**config.mk**
```make
export PLATFORM = sky130hd
export DESIGN_NAME = if_stage
export DESIGN_NICKNAME = d
export VERILOG_FILES = /design/src/rtl/if_pkg.sv /design/src/rtl/if_inst_buf.sv /design/src/rtl/if_stage.sv
export SDC_FILE = /design/constraint.sdc
export NUM_CORES = 1
export LEC_CHECK = 0
export ABC_AREA = 1
export CAP_MARGIN = 20
export CELL_PAD_IN_SITES_DETAIL_PLACEMENT = 2
export CELL_PAD_IN_SITES_GLOBAL_PLACEMENT = 2
export CORE_MARGIN = 4
export CORE_UTILIZATION = 21
export DETAILED_ROUTE_END_ITERATION = 8
export GPL_TIMING_DRIVEN = 0
export PLACE_DENSITY = 0.79
export SETUP_SLACK_MARGIN = 0.4
export SYNTH_ARGS = -nofsm -noshare
export SYNTH_HDL_FRONTEND = slang
export SYNTH_HIERARCHICAL = 1
export SYNTH_SLANG_ARGS = --single-unit
```
**constraint.sdc**
```tcl
create_clock -name clk -period 1.7 [get_ports clk]
set_input_delay 0.255 -clock clk [delete_from_list [all_inputs] [get_ports clk]]
set_output_delay 0.255 -clock clk [all_outputs]
set_load 0.01 [all_outputs]
```
**src/rtl/if_pkg.sv**
```systemverilog
// Shared types and constants for the LoongArch32 instruction-fetch stage.
// Bundle layouts: IF->ID is {pc, inst}, ID->IF is {br_taken, br_target}.
package if_pkg;

  localparam int          IF_TO_ID_W       = 64;
  localparam int          ID_TO_IF_W       = 33;
  localparam logic [31:0] RESET_PC_DEFAULT = 32'h1c00_0000;

  localparam int BR_TAKEN_BIT  = 32;
  localparam int BR_TARGET_LSB = 0;
  localparam int BUS_PC_LSB    = 32;
  localparam int BUS_INST_LSB  = 0;

  typedef enum logic [1:0] {
    S_REQ  = 2'd0,
    S_WAIT = 2'd1,
    S_HOLD = 2'd2
  } if_state_e;

  function automatic logic [IF_TO_ID_W-1:0] pack_if_to_id(input logic [31:0] pc,
                                                           input logic [31:0] inst);
    logic [IF_TO_ID_W-1:0] bus;
    bus = {IF_TO_ID_W{1'b0}};
    bus[BUS_PC_LSB +: 32]   = pc;
    bus[BUS_INST_LSB +: 32] = inst;
    return bus;
  endfunction

endpackage

```
**src/rtl/if_inst_buf.sv**
```systemverilog
// One-entry {pc, inst} holding register between the fetch FSM and ID.
// Clear wins over load; data is left untouched on clear so it only changes on a new load.
module if_inst_buf
  import if_pkg::*;
(
  input  logic                  clk,
  input  logic                  reset,
  input  logic                  load,
  input  logic                  clear,
  input  logic [31:0]           load_pc,
  input  logic [31:0]           load_inst,
  output logic                  valid,
  output logic [IF_TO_ID_W-1:0] data
);

  logic                  valid_r;
  logic [IF_TO_ID_W-1:0] data_r;

  // Entry valid flag and payload.
  always_ff @(posedge clk) begin
    if (reset) begin
      valid_r <= 1'b0;
      data_r  <= {IF_TO_ID_W{1'b0}};
    end else if (clear) begin
      valid_r <= 1'b0;
    end else if (load) begin
      valid_r <= 1'b1;
      data_r  <= pack_if_to_id(load_pc, load_inst);
    end
  end

  assign valid = valid_r;
  assign data  = data_r;

endmodule

```
**src/rtl/if_stage.sv**
```systemverilog
// Instruction-fetch stage: PC generation, single-outstanding SRAM fetch, IF->ID handoff.
// Optional macro IF_PERF_CNT_EN adds perf_fetch_cnt / perf_cancel_cnt outputs.
module if_stage
  import if_pkg::*;
#(
  parameter logic [31:0] RESET_PC = RESET_PC_DEFAULT
)
(
  input  logic                  clk,
  input  logic                  reset,
  input  logic                  id_allow,
  output logic                  if_to_id_valid,
  output logic [IF_TO_ID_W-1:0] if_to_id_data,
  input  logic [ID_TO_IF_W-1:0] id_to_if_data,
  output logic                  inst_sram_req,
  output logic [31:0]           inst_sram_addr,
  input  logic                  inst_sram_addr_ok,
  input  logic                  inst_sram_data_ok,
  input  logic [31:0]           inst_sram_rdata
`ifdef IF_PERF_CNT_EN
  ,
  output logic [31:0]           perf_fetch_cnt,
  output logic [31:0]           perf_cancel_cnt
`endif
);

  if_state_e   state_r, state_s;
  logic [31:0] fetch_pc_r, fetch_pc_s;
  logic        cancel_r, cancel_s;
  logic        req_r;
  logic        buf_load_s, buf_clear_s, buf_valid_s;
  logic        fetch_inc_s, cancel_inc_s;
  logic        br_taken_s;
  logic [31:0] br_target_s;

  assign br_taken_s  = id_to_if_data[BR_TAKEN_BIT];
  assign br_target_s = id_to_if_data[BR_TARGET_LSB +: 32];

  // FSM state, fetch PC, cancel flag and the registered request strobe.
  always_ff @(posedge clk) begin
    if (reset) begin
      state_r    <= S_REQ;
      fetch_pc_r <= RESET_PC;
      cancel_r   <= 1'b0;
      req_r      <= 1'b1;
    end else begin
      state_r    <= state_s;
      fetch_pc_r <= fetch_pc_s;
      cancel_r   <= cancel_s;
      req_r      <= (state_s == S_REQ);
    end
  end

  // Next-state logic; a redirect overrides every other event in the same cycle.
  always_comb begin
    state_s      = state_r;
    fetch_pc_s   = fetch_pc_r;
    cancel_s     = cancel_r;
    buf_load_s   = 1'b0;
    buf_clear_s  = 1'b0;
    fetch_inc_s  = 1'b0;
    cancel_inc_s = 1'b0;
    case (state_r)
      S_REQ: begin
        if (inst_sram_addr_ok) begin
          state_s  = S_WAIT;
          cancel_s = br_taken_s;
        end else begin
          state_s  = S_REQ;
        end
        if (br_taken_s) begin
          fetch_pc_s = br_target_s;
        end else begin
          fetch_pc_s = fetch_pc_r;
        end
      end
      S_WAIT: begin
        if (br_taken_s) begin
          fetch_pc_s = br_target_s;
        end else begin
          fetch_pc_s = fetch_pc_r;
        end
        if (inst_sram_data_ok) begin
          if (cancel_r || br_taken_s) begin
            state_s      = S_REQ;
            cancel_s     = 1'b0;
            cancel_inc_s = 1'b1;
          end else begin
            state_s    = S_HOLD;
            buf_load_s = 1'b1;
          end
        end else if (br_taken_s) begin
          cancel_s = 1'b1;
        end else begin
          cancel_s = cancel_r;
        end
      end
      S_HOLD: begin
        if (br_taken_s) begin
          state_s      = S_REQ;
          fetch_pc_s   = br_target_s;
          buf_clear_s  = 1'b1;
          cancel_inc_s = buf_valid_s;
        end else if (buf_valid_s && id_allow) begin
          state_s     = S_REQ;
          fetch_pc_s  = fetch_pc_r + 32'd4;
          buf_clear_s = 1'b1;
          fetch_inc_s = 1'b1;
        end else begin
          state_s = S_HOLD;
        end
      end
      default: begin
        state_s = S_REQ;
      end
    endcase
  end

  if_inst_buf u_inst_buf (
    .clk       (clk),
    .reset     (reset),
    .load      (buf_load_s),
    .clear     (buf_clear_s),
    .load_pc   (fetch_pc_r),
    .load_inst (inst_sram_rdata),
    .valid     (buf_valid_s),
    .data      (if_to_id_data)
  );

  assign if_to_id_valid = buf_valid_s;
  assign inst_sram_req  = req_r;
  assign inst_sram_addr = fetch_pc_r;

`ifdef IF_PERF_CNT_EN
  logic [31:0] perf_fetch_r, perf_cancel_r;

  // Transfer and discard event counters, free-running with wrap.
  always_ff @(posedge clk) begin
    if (reset) begin
      perf_fetch_r  <= 32'd0;
      perf_cancel_r <= 32'd0;
    end else begin
      if (fetch_inc_s) begin
        perf_fetch_r <= perf_fetch_r + 32'd1;
      end
      if (cancel_inc_s) begin
        perf_cancel_r <= perf_cancel_r + 32'd1;
      end
    end
  end

  assign perf_fetch_cnt  = perf_fetch_r;
  assign perf_cancel_cnt = perf_cancel_r;
`else
  logic unused_inc_s;
  assign unused_inc_s = fetch_inc_s ^ cancel_inc_s;
`endif

endmodule
```
==> flow_summary.json <==
{
  "outcome": "finished with violations",
  "violations": "setup timing",
  "ctsHoldBuffers": 0,
  "seq_power_share": 0.406,
  "dp_hpwl_mm": 17.7,
  "final_cells": 1471,
  "antenna_found_initial": 1,
  "grt_pass1_vias": 7630,
  "antenna_cells": 0,
  "h-tree-depth": 3,
  "clock_path_buffers": 2,
  "slew_headroom": 0.553,
  "drt_iter0_drc": 386,
  "cpMaxStageDelayCell": "dfxtp_4",
  "critical_path.max_stage_delay_ps": 380,
  "drcViolationCount": 0,
  "vias": 7113,
  "skew_ps": 15.6,
  "viasPerCell": 4.84,
  "clkLatencyLatePin_ps": 370,
  "rsz0062_at_grt": "yes",
  "tightestPinTransition_ps": 671,
  "grt_max_degree": 18,
  "p_int_mw": 4.43,
  "synthFlopType": "dfxtp_1",
  "postSynthAreaPerCell_sq_um": 6.23,
  "hold_violations": 0,
  "ys_warn_count": 6,
  "post-route-period-util": 1.06,
  "clkPwrFrac": 0.355,
  "p_leak_nw": 5.02,
  "setup_tns_ps": -1840,
  "clock.fmax_mhz": 557,
  "layout-drive-gt1-share": 0.422,
  "rows": 57,
  "seq_area_frac_synth": 0.380,
  "critPathMostFrequentCell": "clkbuf_16",
  "p_per_area_nw_per_um2": 606,
  "ir_drop_mv": 0.385,
  "crit_required_ps": 1970,
  "netlist_instances": 854,
  "numPortBuffers": 167,
  "root_buffer": "clkbuf_16",
  "critPathKind": "flip-flop to flip-flop",
  "clk_transition_reported_paths_ps": 80,
  "nFillCells": 2721,
  "worst_hold_slack_ps": 350,
  "crit_buf_inv": 6,
  "stdcell_area_sq_um": 10800,
  "report.final.setup_viol": 47,
  "switching_power_mw": 2.09,
  "cts.sinks": 101,
  "die_area_sq_um": 28000,
  "period_minus_slack_ps": 1790,
  "first_pass_iters": 5,
  "async_flop_share": 0,
  "swShare": 0.320,
  "die_x_microns": 167,
  "p_comb_frac": 0.239,
  "critical_path.max_fanout": 5,
  "dp_slack_ps": -525,
  "core_sq_um": 24600,
  "start_util": 0.216,
  "yosys_register_bits": 101,
  "grt_use_total": 0.207,
  "cp-end-kind": "flip-flop",
  "numCtsBuffers": 9,
  "syn-num-nets": 925,
  "worst_slack_ps": -93.8,
  "path_cells": "inv_4, nor2_4, inv_2, nor4_4, buf_4, buf_6, clkbuf_16, clkbuf_16, nand3_1, nand2_1, nor2_1",
  "path_delay_family": "buffers and inverters",
  "cts_tree": "done",
  "cp.arrival_ps": 2060,
  "area_delta_synth_final_pct": 102,
  "grt_overflow_total": 0,
  "hp-class": "input pin to flip-flop",
  "drv_slew": 0,
  "dpl.cell_count": 1345,
  "synth.distinct_cells": 33,
  "start_kind": "flip-flop",
  "die_h_microns": 167,
  "gp_congestion": 0.812,
  "synth_edf_count": 0,
  "cap_violations": 0,
  "wire_per_inst_microns": 24.6,
  "netlist_area_sq_um": 5320,
  "placed_area_sq_um": 7470,
  "drt-total-wl_mm": 36.1,
  "io-pin-count": 168,
  "antenna_left": 0,
  "grt_pass1_wl_mm": 45.3,
  "layout.nets": 1213
}
[per-stage QoR]
stage                util  power [mW]
finish              0.437        6.52
global route        0.437        6.77
CTS                 0.382        6.19
detailed placement  0.304        3.70
global placement    0.304        3.67
floorplan               -        3.11
[area by class of cell]
cell class | instances | area, sq um | share of cell area
Timing Repair Buffer | 276 | 3120 | 0.290
Clock inverter | 6 | 68.8 | 0.00640
Multi-Input combinational cell | 599 | 3820 | 0.356
Tap cell | 324 | 405 | 0.0377
Sequential cell | 101 | 2140 | 0.199
Clock buffer | 10 | 239 | 0.0222
Buffer | 40 | 487 | 0.0453
Inverter | 115 | 467 | 0.0434
[flip-flops by register name, indices dropped and copies added, names as in the netlist]
signal and count:
u_inst_buf/valid 1, state_r 2, inst_sram_addr 32, cancel_r 1, inst_sram_req 1, u_inst_buf/data 64
[synth_stat cells (all sizes together) (2+ instances only)]
cell type | count | share of area
nand4 | 2 | 0.0024
o21bai | 6 | 0.0085
or2 | 9 | 0.011
inv | 115 | 0.081
a21oi | 27 | 0.025
nand2 | 207 | 0.15
a211oi | 2 | 0.0028
o21ai | 41 | 0.041
clkbuf | 4 | 0.0028
dfxtp | 101 | 0.38
nand3 | 100 | 0.096
a31oi | 5 | 0.0059
nor2 | 192 | 0.14
buf | 36 | 0.045
[repair_timing]
action | in CTS | in global routing
buffers inserted | 52 | 35
pin swaps | 63 | 111
gates resized for setup | 357 | 318
setup endpoints to repair | 196 | 165
cloned | 19 | 4
[placed cells by master (no fill, tap or decap), drive strengths merged]
cell / count
clkdlybuf4s50: 66
clkinv: 2
a31oi: 5
xor2: 1
nand4: 2
o211ai: 1
or2: 9
buf: 145
clkdlybuf4s15: 24
dlygate4sd2: 21
clkinvlp: 1
nand2: 207
clkbuf: 31
o31ai: 1
o21bai: 6
ha: 1
o21ai: 42
bufinv: 1
nor2: 192
inv: 117
nand3b: 1
nand3: 100
a211oi: 2
dlymetal6s2s: 39
nor3: 1
a21oi: 27
dfxtp: 101
nor4: 1
[power groups by stage]
| stage | sequential, mW | combinational [mW] | clock [mW] |
|---|---|---|---|
| after detailed placement | 2.69 | 1.01 | 0 |
| after floorplan | 2.69 | 0.419 | 0 |
| final | 2.65 | 1.56 | 2.31 |
| after global placement | 2.68 | 0.988 | 0 |
| after global routing | 2.66 | 1.66 | 2.45 |
| after CTS | 2.63 | 1.26 | 2.30 |
[path summary, 6_finish.rpt]
check / start / end / slack, ps / cells after the start
min: reset / inst_sram_addr[6] / 350 / 2
min reg2reg: u_inst_buf/data[54] / u_inst_buf/data[54] / 480 / 2
max reg2reg: state_r[0] / u_inst_buf/data[44] / -90 / 11
max: state_r[0] / u_inst_buf/data[44] / -90 / 11
[kinds of logic (layout without fill, tap and decap cells)]
logic type	Yosys count	after routing	synth area share
XOR/XNOR	1	1	0.00165
adder cells (fa/ha/maj)	1	1	0.00235
flip-flops	101	101	0.380
buffers and inverters	155	447	0.129
AO/OA/AOI/OAI	83	84	0.0861
AND/OR/NAND/NOR	513	513	0.401
[metal layers]
| layer | track usage | wire, microns | vias to the layer above |
|---|---|---|---|
| li1 | - | - | 3227 |
| met1 | 0.249 | 14400 | 3528 |
| met2 | 0.370 | 18400 | 250 |
| met3 | 0.0358 | 1600 | 106 |
| met4 | 0.0720 | 1820 | 2 |
| met5 | 0 | 7 | - |
No activity file was read; power rests on OpenSTA's default activity.
